<file path="src/rtl/lfsr_pkg.sv">
// Shared Galois LFSR helpers: state typedef, standard PRBS feedback masks and
// a width-generic stepping function used by the combinational LFSR core.
package lfsr_pkg;

  localparam int MAX_DEG = 64;
  localparam int MAX_KS  = 64;

  // States are indexed [DEGREE:1]; narrower LFSRs sit zero-extended in this type.
  typedef logic [MAX_DEG:1] lfsr_state_t;

  localparam logic [7:1]  PRBS7  = 7'b110_0000;
  localparam logic [15:1] PRBS15 = 15'b110_0000_0000_0000;
  localparam logic [31:1] PRBS31 = 31'h4800_0000;

  typedef struct packed {
    lfsr_state_t       state;
    logic [MAX_KS-1:0] ks;
  } galois_res_t;

  // Upper (unused) state bits stay zero because the mask is zero there too.
  function automatic galois_res_t galois_step(input lfsr_state_t state,
                                              input lfsr_state_t poly,
                                              input int          n);
    galois_res_t r;
    lfsr_state_t s;
    r = '0;
    s = state;
    for (int i = 0; i < MAX_KS; i++) begin
      if (i < n) begin
        r.ks[i] = s[1];
        s = {1'b0, s[MAX_DEG:2]};
        if (r.ks[i]) s = s ^ poly;
      end
    end
    r.state = s;
    return r;
  endfunction

endpackage

</file>
<file path="src/rtl/lfsr_galois.sv">
// Combinational Galois LFSR core: OUTPUT_WIDTH steps from the given state,
// returning the LSB-first keystream and the advanced state.
module lfsr_galois
  import lfsr_pkg::*;
#(
  parameter int                     POLY_DEGREE  = 7,
  parameter logic [POLY_DEGREE:1]   POLYNOMIAL   = PRBS7,
  parameter int                     OUTPUT_WIDTH = 8
) (
  input  logic [POLY_DEGREE:1]  state,
  output logic [OUTPUT_WIDTH-1:0] ks,
  output logic [POLY_DEGREE:1]  state_next
);

  lfsr_state_t state_ext;
  lfsr_state_t poly_ext;
  galois_res_t res;
  logic        unused_res;

  always_comb begin
    state_ext                = '0;
    state_ext[POLY_DEGREE:1] = state;
    poly_ext                 = '0;
    poly_ext[POLY_DEGREE:1]  = POLYNOMIAL;
    res = galois_step(state_ext, poly_ext, OUTPUT_WIDTH);
  end

  assign ks         = res.ks[OUTPUT_WIDTH-1:0];
  assign state_next = res.state[POLY_DEGREE:1];
  assign unused_res = ^res;

endmodule

</file>
<file path="src/rtl/lfsr_galois_scrambler.sv">
// Additive stream scrambler/descrambler: registered Galois LFSR feeding a
// single-register valid/ready output slice, with seed load and frame reseed.
module lfsr_galois_scrambler
  import lfsr_pkg::*;
#(
  parameter int                   POLY_DEGREE    = 7,
  parameter logic [POLY_DEGREE:1] POLYNOMIAL     = PRBS7,
  parameter int                   DATA_WIDTH     = 8,
  parameter logic [POLY_DEGREE:1] SEED           = '1,
  parameter bit                   RESEED_ON_LAST = 1'b1
) (
  input  logic                   clk,
  input  logic                   rst,
  input  logic                   seed_valid,
  input  logic [POLY_DEGREE:1]   seed,
  input  logic                   bypass,
  input  logic                   s_tvalid,
  output logic                   s_tready,
  input  logic [DATA_WIDTH-1:0]  s_tdata,
  input  logic                   s_tlast,
  output logic                   m_tvalid,
  input  logic                   m_tready,
  output logic [DATA_WIDTH-1:0]  m_tdata,
  output logic                   m_tlast,
  output logic [POLY_DEGREE:1]   state_out,
  output logic                   seed_err
);

  logic [POLY_DEGREE:1]  state_q;
  logic [POLY_DEGREE:1]  seed_reg;
  logic [POLY_DEGREE:1]  state_adv;
  logic [DATA_WIDTH-1:0] ks;
  logic                  accept;

  lfsr_galois #(
    .POLY_DEGREE (POLY_DEGREE),
    .POLYNOMIAL  (POLYNOMIAL),
    .OUTPUT_WIDTH(DATA_WIDTH)
  ) u_core (
    .state      (state_q),
    .ks         (ks),
    .state_next (state_adv)
  );

  // Seed load takes the cycle so it never races a data beat for the state.
  assign s_tready  = !rst && !seed_valid && (!m_tvalid || m_tready);
  assign accept    = s_tvalid && s_tready;
  assign state_out = state_q;

  always_ff @(posedge clk) begin
    if (rst) begin
      state_q  <= SEED;
      seed_reg <= SEED;
      m_tvalid <= 1'b0;
      m_tlast  <= 1'b0;
      m_tdata  <= '0;
      seed_err <= 1'b0;
    end else begin
      seed_err <= 1'b0;
      if (seed_valid) begin
        if (seed != '0) begin
          seed_reg <= seed;
          state_q  <= seed;
        end else begin
          seed_err <= 1'b1;
        end
      end
      if (accept) begin
        m_tdata  <= bypass ? s_tdata : (s_tdata ^ ks);
        m_tlast  <= s_tlast;
        m_tvalid <= 1'b1;
        if (s_tlast && RESEED_ON_LAST) state_q <= seed_reg;
        else if (!bypass)               state_q <= state_adv;
      end else if (m_tvalid && m_tready) begin
        m_tvalid <= 1'b0;
      end
    end
  end

endmodule

</file>
<file path="config.mk">
export PLATFORM = sky130hd
export DESIGN_NAME = lfsr_galois_scrambler
export DESIGN_NICKNAME = d
export VERILOG_FILES = /design/src/rtl/lfsr_pkg.sv /design/src/rtl/lfsr_galois.sv /design/src/rtl/lfsr_galois_scrambler.sv
export SDC_FILE = /design/constraint.sdc
export NUM_CORES = 1
export LEC_CHECK = 0
export CAP_MARGIN = 20
export CORE_UTILIZATION = 44
export CTS_CLUSTER_DIAMETER = 200
export DETAILED_ROUTE_END_ITERATION = 12
export GPL_TIMING_DRIVEN = 1
export PLACE_DENSITY = 0.8
export SLEW_MARGIN = 20
export SYNTH_ARGS = -nofsm -noshare
export SYNTH_HDL_FRONTEND = slang
export SYNTH_SLANG_ARGS = --single-unit
</file>
<file path="constraint.sdc">
create_clock -name clk -period 1.8 [get_ports clk]
set_input_delay 0.18 -clock clk [delete_from_list [all_inputs] [get_ports clk]]
set_output_delay 0.18 -clock clk [all_outputs]
set_load 0.01 [all_outputs]
</file>
* After elaboration in Yosys (flattened, before gate mapping)
Cells that the tools add are included.
** Cells by class
- Bitwise gates (word level) :: 10
- Multiplexer cells :: 17
- Reductions and logical operators :: 12
** Operator list (count)
- two-way mux 7 bit :: 13
- inverter 1 -> 2 bit :: 8
- two-way mux 8 bit :: 1
- bitwise XOR 8 bit :: 1
- nonzero test 7 bit :: 1
- logical AND 1 bit :: 4
- zero test 1 bit :: 3
- two-way mux 1 bit :: 3
- AND reduction 2 bit :: 1
- nonzero test 2 bit :: 1
- OR reduction 2 bit :: 1
- logical OR 1 bit :: 1
- inverter 1 bit :: 1
** Word-level totals
- Input port bits :: 22
- Output and inout bits :: 19
- Word-level logic and storage cells :: 45
- Bits in registers :: 25

* Logic depth before layout (Yosys ltp)
- Depth in word-level cells :: 19
- Gate-level depth with buffers :: 6
- Mapped depth without buffers :: 4

* Cells and area by module
Synthesis repeated with hierarchy kept, for this count alone.
** Second synthesis, totals
- Cell total of the unflattened synthesis :: 143
- Area total of the unflattened synthesis :: 1362.6 um2
** Modules (own cells, without submodules)
- lfsr_galois_scrambler :: area an instance 1224.9 um2, times used 1, cells an instance 128
- lfsr_galois :: area an instance 137.6 um2, times used 1, cells an instance 15

* Worst setup path before layout
No wires, ideal clock.
- Path type :: in2reg
- From :: input port seed[3] (netlist bit)
- To :: register state_q, in the netlist state_out[5]
- Arrival time :: 1.250 ns
- Data required time :: 1.722 ns
- Setup slack :: 0.472 ns
- Library setup time :: 0.078 ns
- Stages :: 5
- Cells stage by stage :: or4_4 o21ai_4 buf_6 nand2_2 a32oi_1
** Between the ends
- Longest elaborated chain between the ends :: 6
** RTL lines
- from (decl) :: RTL line lfsr_galois_scrambler.sv:15 : input logic [POLY_DEGREE:1] seed,
- nonzero test 7 bit * :: RTL line lfsr_galois_scrambler.sv:61 : if (seed != '0) begin
- two-way mux 7 bit * :: RTL line lfsr_galois_scrambler.sv:61
- two-way mux 7 bit * :: RTL line lfsr_galois_scrambler.sv:60 : if (seed_valid) begin
- two-way mux 7 bit :: RTL line lfsr_galois_scrambler.sv:73 : else if (!bypass) state_q <= state_adv;
- two-way mux 7 bit :: RTL line lfsr_galois_scrambler.sv:72 : if (s_tlast && RESEED_ON_LAST) state_q <= seed_reg;
- two-way mux 7 bit * :: RTL line lfsr_galois_scrambler.sv:68 : if (accept) begin
- to (signal assigned) :: RTL line lfsr_galois_scrambler.sv:72
- to (signal assigned) :: RTL line lfsr_galois_scrambler.sv:73
- to (decl) :: RTL line lfsr_galois_scrambler.sv:29 : logic [POLY_DEGREE:1] state_q;
Mark *: on every way between the ends. The rest lies on a longest branch, timed or not.
A chain may end at the register's enable or synchronous reset.

* Final worst setup path
- From :: input port seed_valid
- To :: output port s_tready
** Between the ends
- Longest elaborated chain between the ends :: 3
** RTL lines
- from (decl) :: RTL line lfsr_galois_scrambler.sv:14 : input logic seed_valid,
- zero test 1 bit :: RTL line lfsr_galois_scrambler.sv:46 : assign s_tready = !rst && !seed_valid && (!m_tvalid || m_tready);
- logical AND 1 bit (2 in a row) :: RTL line lfsr_galois_scrambler.sv:46
- to (decl) :: RTL line lfsr_galois_scrambler.sv:18 : output logic s_tready,
No other way between the ends.

==> metrics <==
outcome finished, final reports clean; Die Y 54.6 microns; summed area of non-filler cells in the final layout ~1700 sq um; remaining antenna violation count 0; final number of hold-violating endpoints 0; Period Utilization, post-route 0.951; Critical Path Fanout Max 4; H-tree Lvls 1; number of buffers added by the clock tree synthesis step 3; remaining max-slew budget at the tightest pin 0.730; total number of clock tree sinks 25; sum of negative setup slack 0 ns; root buffer cell clkbuf_4; sequential share of the synthesized area 0.411; layout cell share with drive strength beyond 1 0.118; worst vdd rail ir drop 0.654 mV; share of synthesized flip-flops with an asynchronous set or reset 0; post-layout worst setup margin 0.0880 ns; Crit path max-delay family buffers and inverters; placeable core area 2540 sq um; GR Overflow Total 0; Power, Total about 0.0012 W; number of maximum-capacitance violations 0; # DRC 0; synthesized flop and latch total 25; Total Routing Usage GR 0.237; number of max-slew violations in the final report 0; Post-synth EDFFs 0; highest clock frequency the design can meet 584 MHz; post-cts resize count 0; post-synthesis instance area 1220 sq um; top flip-flop cell by instance count after synthesis dfxtp_1; number of instances in the synthesized netlist ~140; CTS tree yes; max incr delay on CP 0.53 ns; most common library cell in the layout ignoring fill and taps clkdlybuf4s50_1; number of placement rows 18; cell with the biggest individual delay on the critical path clkdlybuf4s50_1; WL/cell 14.3 microns; Lkg Pwr 0.634 nW; number of port buffers 40; RSZ-0062 raised after global routing false; Cell variety after synth 32; setup slack after placement -0.0356 ns; ratio of total power to cell area 680 nW/um^2; I/O Pins 41; Setup Skew 0.00767 ns; total number of vias 1210; overall die area just under 3000 sq um; path length in cells of the critical path 4; average vias per placed instance ~5.6; average footprint of a synthesized cell around 8.8 sq um; class of the tightest hold or removal check flop to flop; Clock transition at path regs 0.12 ns; number of detailed-route iterations in the first pass 4; most frequent cells in the layout clkdlybuf4s50_1 (40), dfxtp_1 (25), nor2_1 (14); die outline width between 50 and 60 microns; utilization after layout 0.680; Worst Tran Pin Value 0.401 ns; multi-input combinational cell area 669 sq um; Post-CTS Setup Inserts 0; placement-stage cell area 1710 sq um; wire length of the first global-routing pass 5020 microns; clock insertion delay at the later pin of the skew report 0.32 ns; max FFs per register 8; number of warnings reported in the yosys synthesis log 0; final setup violating endpoints 0; WL final ~3100 microns; Antenna Cells 0; cell count of the worst reg-to-reg path 5; cell occurring most often along the worst timing path clkdlybuf4s50_1; min cycle time layout between 1.5 and 2 ns; CP Class input port to primary output; weighted congestion at the end of routability-driven global placement 0.809; CP Buf/Inv Count 2; number of nets in the synthesized netlist 161; Critical Path Sink Type primary output; Area Overhead vs Synth 42.1%; effective utilization at floorplan 0.479; fill cell total of the finished layout 228; hold_buf cts 0; number of antenna violations at the first check in global routing 0; final layout net count 210; CP startpoint kind input port; cells along the critical path clkdlybuf4s50_1, nor2_1, and2_1, clkdlybuf4s50_1; data arrival time of the critical path 1.53 ns; Critical Path RT 1.62 ns; Register Area 500 sq um; clock tree buffer depth 2; largest net degree at the start of global routing 21; first-iteration detailed-routing DRC count 40; hold path depth 2; DPL Wire Length 2450 microns; via count of the first global-routing pass roughly 1200
==> kinds of logic after synthesis <==
logic type,after synthesis,synth area share
AND/OR/NAND/NOR,49,0.195
AO/OA/AOI/OAI,37,0.221
flip-flops,25,0.411
XOR/XNOR,16,0.115
buffers and inverters,10,0.0400
multiplexers,2,0.0185
==> layer usage <==
metal | vias to the layer above | wire [microns] | global-route usage | part of all wire
li1 | 593 | - | - | -
met3 | 5 | 158 | 0.0667 | 0.051
met1 | 576 | 1400 | 0.282 | 0.45
met5 | - | 0 | 0 | 0
met2 | 36 | 1530 | 0.412 | 0.49
met4 | 0 | 25 | 0.0641 | 0.0080
==> area by class of cell <==
cell class,instances,area share
well taps,30,0.0217
repair buffers,52,0.283
inverters,2,0.00434
flip-flops and latches,25,0.289
multi-input cells,104,0.387
clock buffers,4,0.0152
==> synthesized netlist by cell type (all sizes together) (2+ instances only) <==
cell type   n  area [sq um]
nor2       14          52.6
and2        2          12.5
o21ai       5          36.3
nor3        2          10.0
inv         2          7.51
nor2b       6          37.5
xnor2      11          96.3
nor4        2          12.5
a21oi       8          40.0
dfxtp      25           500
o211ai      4          30.0
xor2        5          43.8
buf         4          26.3
nand2b      2          12.5
mux2        2          22.5
a221o       4          42.5
a22oi       3          22.5
clkbuf      4          15.0
a211oi      8          60.1
nand3       5          25.0
nand2      13          51.3
a31oi       2          12.5
==> stage by stage <==
step,hold slack (ns),instances
2_1_floorplan,0.312,139
3_3_place_gp,0.426,213
3_5_place_dp,0.438,213
4_1_cts,0.458,217
5_1_grt,0.495,217
6_report,0.461,217
==> worst reg2reg max path, stage by stage (launching register included) <==
cell	delay [ns]
dfxtp_1	0.33
nand2b_1	0.14
and3_1	0.28
buf_4	0.24
nor2_1	0.07
a211oi_1	0.21
==> where the power goes <==
part | leakage, nW | switching, W | internal (W)
sequential | 0.207 | 0.0000355 | 0.000589
combinational | 0.413 | 0.000130 | 0.000174
clock | 0.0150 | 0.000163 | 0.0000869
==> worst paths after layout <==
check                                  from  slack, ns           to
worst max-delay path             seed_valid       0.09     s_tready
worst min-delay path            seed_reg[5]       0.46  seed_reg[5]
worst max register to register     m_tvalid       0.46   m_tdata[3]
worst min register to register  seed_reg[5]       0.46  seed_reg[5]
Power figures use the tool's default switching activity.
==> RTL edit 1 (same flow settings) <==
Put one more register stage on the output `seed_err`. The value now appears one clock later. The other outputs are not delayed to match.
--- a/src/rtl/lfsr_galois_scrambler.sv
+++ b/src/rtl/lfsr_galois_scrambler.sv
@@ -25,6 +25,8 @@
   output logic [POLY_DEGREE:1]   state_out,
   output logic                   seed_err
 );
+
+  logic seed_err_s0;
 
   logic [POLY_DEGREE:1]  state_q;
   logic [POLY_DEGREE:1]  seed_reg;
@@ -54,15 +56,15 @@
       m_tvalid <= 1'b0;
       m_tlast  <= 1'b0;
       m_tdata  <= '0;
-      seed_err <= 1'b0;
+      seed_err_s0 <= 1'b0;
     end else begin
-      seed_err <= 1'b0;
+      seed_err_s0 <= 1'b0;
       if (seed_valid) begin
         if (seed != '0) begin
           seed_reg <= seed;
           state_q  <= seed;
         end else begin
-          seed_err <= 1'b1;
+          seed_err_s0 <= 1'b1;
         end
       end
       if (accept) begin
@@ -77,5 +79,9 @@
     end
   end
 
+  always_ff @(posedge clk) begin
+    seed_err <= seed_err_s0;
+  end
+
 endmodule
 
Behaviour: not the same (a bounded check fails within 4 cycles, from zero or initial values and one cycle with rst high).
==> RTL edit 1 against the original RTL <==
Combinational power about the same. Total power is 1.1% higher. Clock skew is 0.0016 ns lower. Synthesized area up 1.6%. Sequential cell count rose by 1. Highest routed layer unchanged. Synthesized cell count is 0.72% higher. Setup slack better by 0.028 ns. Critical endpoint unchanged. Critical path type unchanged. Final area is 1.4% higher. Wire length shrank 0.80%. Cell count grew 0.46%.
==> RTL edit 1: results (changes against the original RTL) <==
Global routing
  – Met3 usage: 0.0437 (-0.0230)
  – Total routing usage reported by global routing: 0.221 (-0.0159)
  – Global-route wire length before repair: 4760 µm (-5.1%)
  – Met1 GRT Util: 0.276 (-0.00606)
  – Grt met2 use: 0.376 (-0.0361)
  – Vias in the first global route: 1081 (-6.1%)

Logic synthesis
  – Top cells by count, synth: 26 x dfxtp_1, 14 x nor2_1, 12 x nand2_1, 11 x xnor2_1
  – Register area share after synthesis: 0.420 (+0.00952)
  – Multiplexer area fraction after synthesis: 0.0182 (-0.000299)
  – Synth area leaders: dfxtp_1 42%, xnor2_1 7.8%, a211oi_1 4.8%
  – Syn Inst Count: 140 (+0.72%)
  – Compound-gate portion of the synthesized area: 0.217 (-0.00357)
  – Xor/xnor cell area share of the yosys netlist: 0.113 (-0.00186)
  – Syn nets: 162 (+0.62%)

Worst setup path
  – CP arrival: 1.50 ns (-0.03 ns)

Route
  – WL/cell: 14.2 µm (-1.3%)
  – Routed vias: 1201 (-0.74%)
  – Iteration-0 DRC Markers: 25 (-38%)
  – Wire length on met2: 1480 µm (-3.2%)
  – WL met3: 193 µm (+22%)
  – Total Wirelength: 3090 µm (-0.80%)
  – WL met1: 1350 µm (-3.3%)

Power and ir drop
  – P_leak: 0.000646 µW (+1.9%)
  – Worst vdd ir: 0.000520 V (-21%)

Final layout
  – Number of fill cells in the layout: 218 (-4.4%)
  – Share of cells above drive strength 1: 0.122 (+0.00469)
  – Nets@finish: 212 (+0.95%)

Status
  – Status: complete, no violations

Timing
  – Worst slew pin tran: 0.453 ns (+0.0523 ns)
  – Fin Clk Skew: 0.00611 ns (-0.00156 ns)

Placed design
  – Half-perimeter wire length after placement: 2420 µm (-1.2%)
  – DP Cell Count: 215 (+0.94%)

Hold path
  – Hold_sp: seed_err_s0
RTL edit 1: worst paths after layout:
path                      to  slack (ns)  depth (start not counted)
setup reg to reg  m_tdata[4]        0.43                          5
setup / recovery    s_tready        0.12                          4
hold / removal      seed_err        0.34                          0
hold reg to reg     seed_err        0.34                          0
RTL edit 1: cell type report:
cell class	instances	area, µm²	area share
tap	30	37.5	0.0214
clock buffer	3	22.5	0.0128
multi-input combinational	104	669	0.381
sequential	26	520	0.297
timing repair buffer	53	498	0.284
inverter	2	7.51	0.00428
RTL edit 1: through the flow:
step           TNS [ns]  worst slack (ns)  total power, µW  instance area [µm²]
6_report              0             0.116             1190                 1760
5_1_grt               0            0.0471             1250                 1760
4_1_cts               0             0.110             1200                 1760
3_5_place_dp     -0.129           -0.0628              962                 1730
3_3_place_gp    -0.0113           -0.0113              954                 1730
2_1_floorplan         0             0.472              811                 1240
==> RTL edit 2 (same flow settings) <==
Without the edit above. `POLY_DEGREE` is set to 7 in 2 places; all go to 14.
--- a/src/rtl/lfsr_galois.sv
+++ b/src/rtl/lfsr_galois.sv
@@ -3,7 +3,7 @@
 module lfsr_galois
   import lfsr_pkg::*;
 #(
-  parameter int                     POLY_DEGREE  = 7,
+  parameter int                     POLY_DEGREE  = 14,
   parameter logic [POLY_DEGREE:1]   POLYNOMIAL   = PRBS7,
   parameter int                     OUTPUT_WIDTH = 8
 ) (
--- a/src/rtl/lfsr_galois_scrambler.sv
+++ b/src/rtl/lfsr_galois_scrambler.sv
@@ -3,7 +3,7 @@
 module lfsr_galois_scrambler
   import lfsr_pkg::*;
 #(
-  parameter int                   POLY_DEGREE    = 7,
+  parameter int                   POLY_DEGREE    = 14,
   parameter logic [POLY_DEGREE:1] POLYNOMIAL     = PRBS7,
   parameter int                   DATA_WIDTH     = 8,
   parameter logic [POLY_DEGREE:1] SEED           = '1,
Ports: changed (resized seed and state_out); port bits go from 41 to 55. The function was not compared with the original's and may differ.
==> RTL edit 2 against the original RTL <==
Die area is 47% higher. Sequential cell count is 14 higher. Via count is 44% higher. First-iteration DRC count is 100% higher. Sequential power is 56% higher. Synthesized area is 49% higher. Utilization is 1.0 points higher. Final area is 58% higher. Cell count is 52% higher. Wire length is 50% higher. Total power is 96% higher. Clock power grew to 3.5 times the old value. Setup slack worse by 0.0056 ns. Critical endpoint is now state_out[6]. Largest cell class unchanged.
==> RTL edit 2: results (changes against the original RTL) <==
Route
  – Total Wirelength: 4670 µm (+50%)
  – Avg Vias per Cell: 5.28 (-5.3%)
  – Iteration-0 DRC Markers: 80 (+100%)

CTS
  – Root buffer cell: clkbuf_8
  – Clock transition at path regs: 0.08 ns (-0.04 ns)
  – Skew-Pair Late Insertion Delay: 0.30 ns (-0.02 ns)
  – Clock buffer depth: 2 (unchanged)
  – CTS Buf Count: 5 (+2)
  – Clock H-tree levels: 2 (+1)

Logic synthesis
  – Syn nets: 229 (+42%)
  – Register area share after synthesis: 0.429 (+0.0188)
  – Yosys warns: 0 (unchanged)
  – Post-synthesis async set-or-reset flop share: 0 (unchanged)
  – Top cells by count, synth: 39 x dfxtp_1, 22 x nand2_1, 20 x xnor2_1, 13 x nor2_1
  – Synth area leaders: dfxtp_1 43%, xnor2_1 9.6%, nand2_1 4.5%
  – Netlist cell types: 35 (+9.4%)
  – Top-area cell type share of the netlist area: 0.429 (+0.0188)

Placed design
  – IO buf count: 54 (+35%)
  – GPL Wtd Cong: 0.793 (-2.0%)
  – Half-perimeter wire length after placement: 3380 µm (+38%)

Timing
  – Setup TNS Final: 0 ns (unchanged)
  – Max-slew headroom: 0.753 (+0.0226)
  – Setup violators final: 0 (unchanged)
  – Fin Clk Skew: 0.00446 ns (-0.00320 ns)

Final layout
  – Number of fill cells in the layout: 319 (+40%)
  – Share of cells above drive strength 1: 0.154 (+0.0365)
  – Inserted Diodes: 0 (unchanged)
  – Nets@finish: 307 (+46%)

Worst setup path
  – CP Max Fanout: 6 (+2)
  – Worst Setup SP: seed[10]
  – CP arrival: 1.88 ns (+0.35 ns)

Status
  – Status: complete, no violations

Hold path
  – Hold WC Path Type: in2reg
  – Hold_sp: seed[6]

Power and ir drop
  – Worst vdd ir: 0.000511 V (-22%)
  – P_leak: 0.00118 µW (+86%)

Global routing
  – Global-route wire length before repair: 7420 µm (+48%)
  – Vias in the first global route: 1629 (+42%)
  – Pin count of the biggest net entering global routing: 22 (+4.8%)
  – Total routing usage reported by global routing: 0.228 (-0.00956)
[RTL edit 2: cell count changes after synthesis, moves of 4 or more]
cell and change:
dfxtp_1 +14, nand2_1 +10, xnor2_1 +9, a21o_1 +8, a221o_1 +5, clkbuf_1 +5, inv_1 +5, a211o_1 +4
a311oi_1 +4, nand3_1 +4, nand4_1 +4, xor2_1 -4
[RTL edit 2: critical path, cell delays in order]
cell and delay [ns]:
clkdlybuf4s50_1 0.42, or4_4 0.45, o41ai_4 0.36, buf_6 0.18
mux2i_1 0.19, o211ai_1 0.10
[RTL edit 2: what timing repair did]
action                     in CTS  in global routing
pin swaps                       3                  5
buffers inserted                4                  1
resized for setup               5                  8
setup endpoints to repair       7                 14
[RTL edit 2: logic make-up after synthesis]
group,Yosys count,synth area share
simple gates,68,0.187
compound gates,51,0.222
flops,39,0.429
xor+xnor,22,0.114
buf+inv,19,0.0427
mux,1,0.00551
[RTL edit 2: cell type report]
cell class | instances | area (µm²) | share of cell area
Inverter | 7 | 26.3 | 0.00958
Clock buffer | 5 | 68.8 | 0.0251
Timing Repair Buffer | 83 | 772 | 0.281
Sequential cell | 39 | 781 | 0.285
Multi-Input combinational cell | 142 | 966 | 0.352
Tap cell | 50 | 62.6 | 0.0228
Clock inverter | 3 | 67.6 | 0.0246
[RTL edit 2: final timing paths]
kind              slack, ns            to  cells past startpoint
setup / recovery       0.08  state_out[6]                      6
hold / removal         0.30  state_out[6]                      4
setup reg to reg       0.45  state_out[5]                      5
hold reg to reg        0.46  seed_reg[11]                      1
[RTL edit 2: power by group]
group / switching (µW) / total (µW) / internal, µW
Sequential: 53.8 / 975 / 921
Combinational: 192 / 465 / 274
Clock: 319 / 871 / 553
[RTL edit 2: routing by layer]
metal	GRT usage	share of wire	routed length [µm]
met4	0.0931	0.019	89
met3	0.0690	0.065	305
met2	0.388	0.47	2190
met1	0.263	0.45	2080
met5	0	0	0
[RTL edit 2: through the flow]
stage	util	cells	area, µm²	power, µW	setup slack, ns
2_1_floorplan	-	200	1820	1230	0.0976
3_3_place_gp	0.642	316	2550	1440	-0.382
3_5_place_dp	0.642	316	2550	1450	-0.400
4_1_cts	0.684	328	2720	2320	0.0000122
5_1_grt	0.691	329	2740	2410	-0.00936
6_report	0.691	329	2740	2310	0.0824
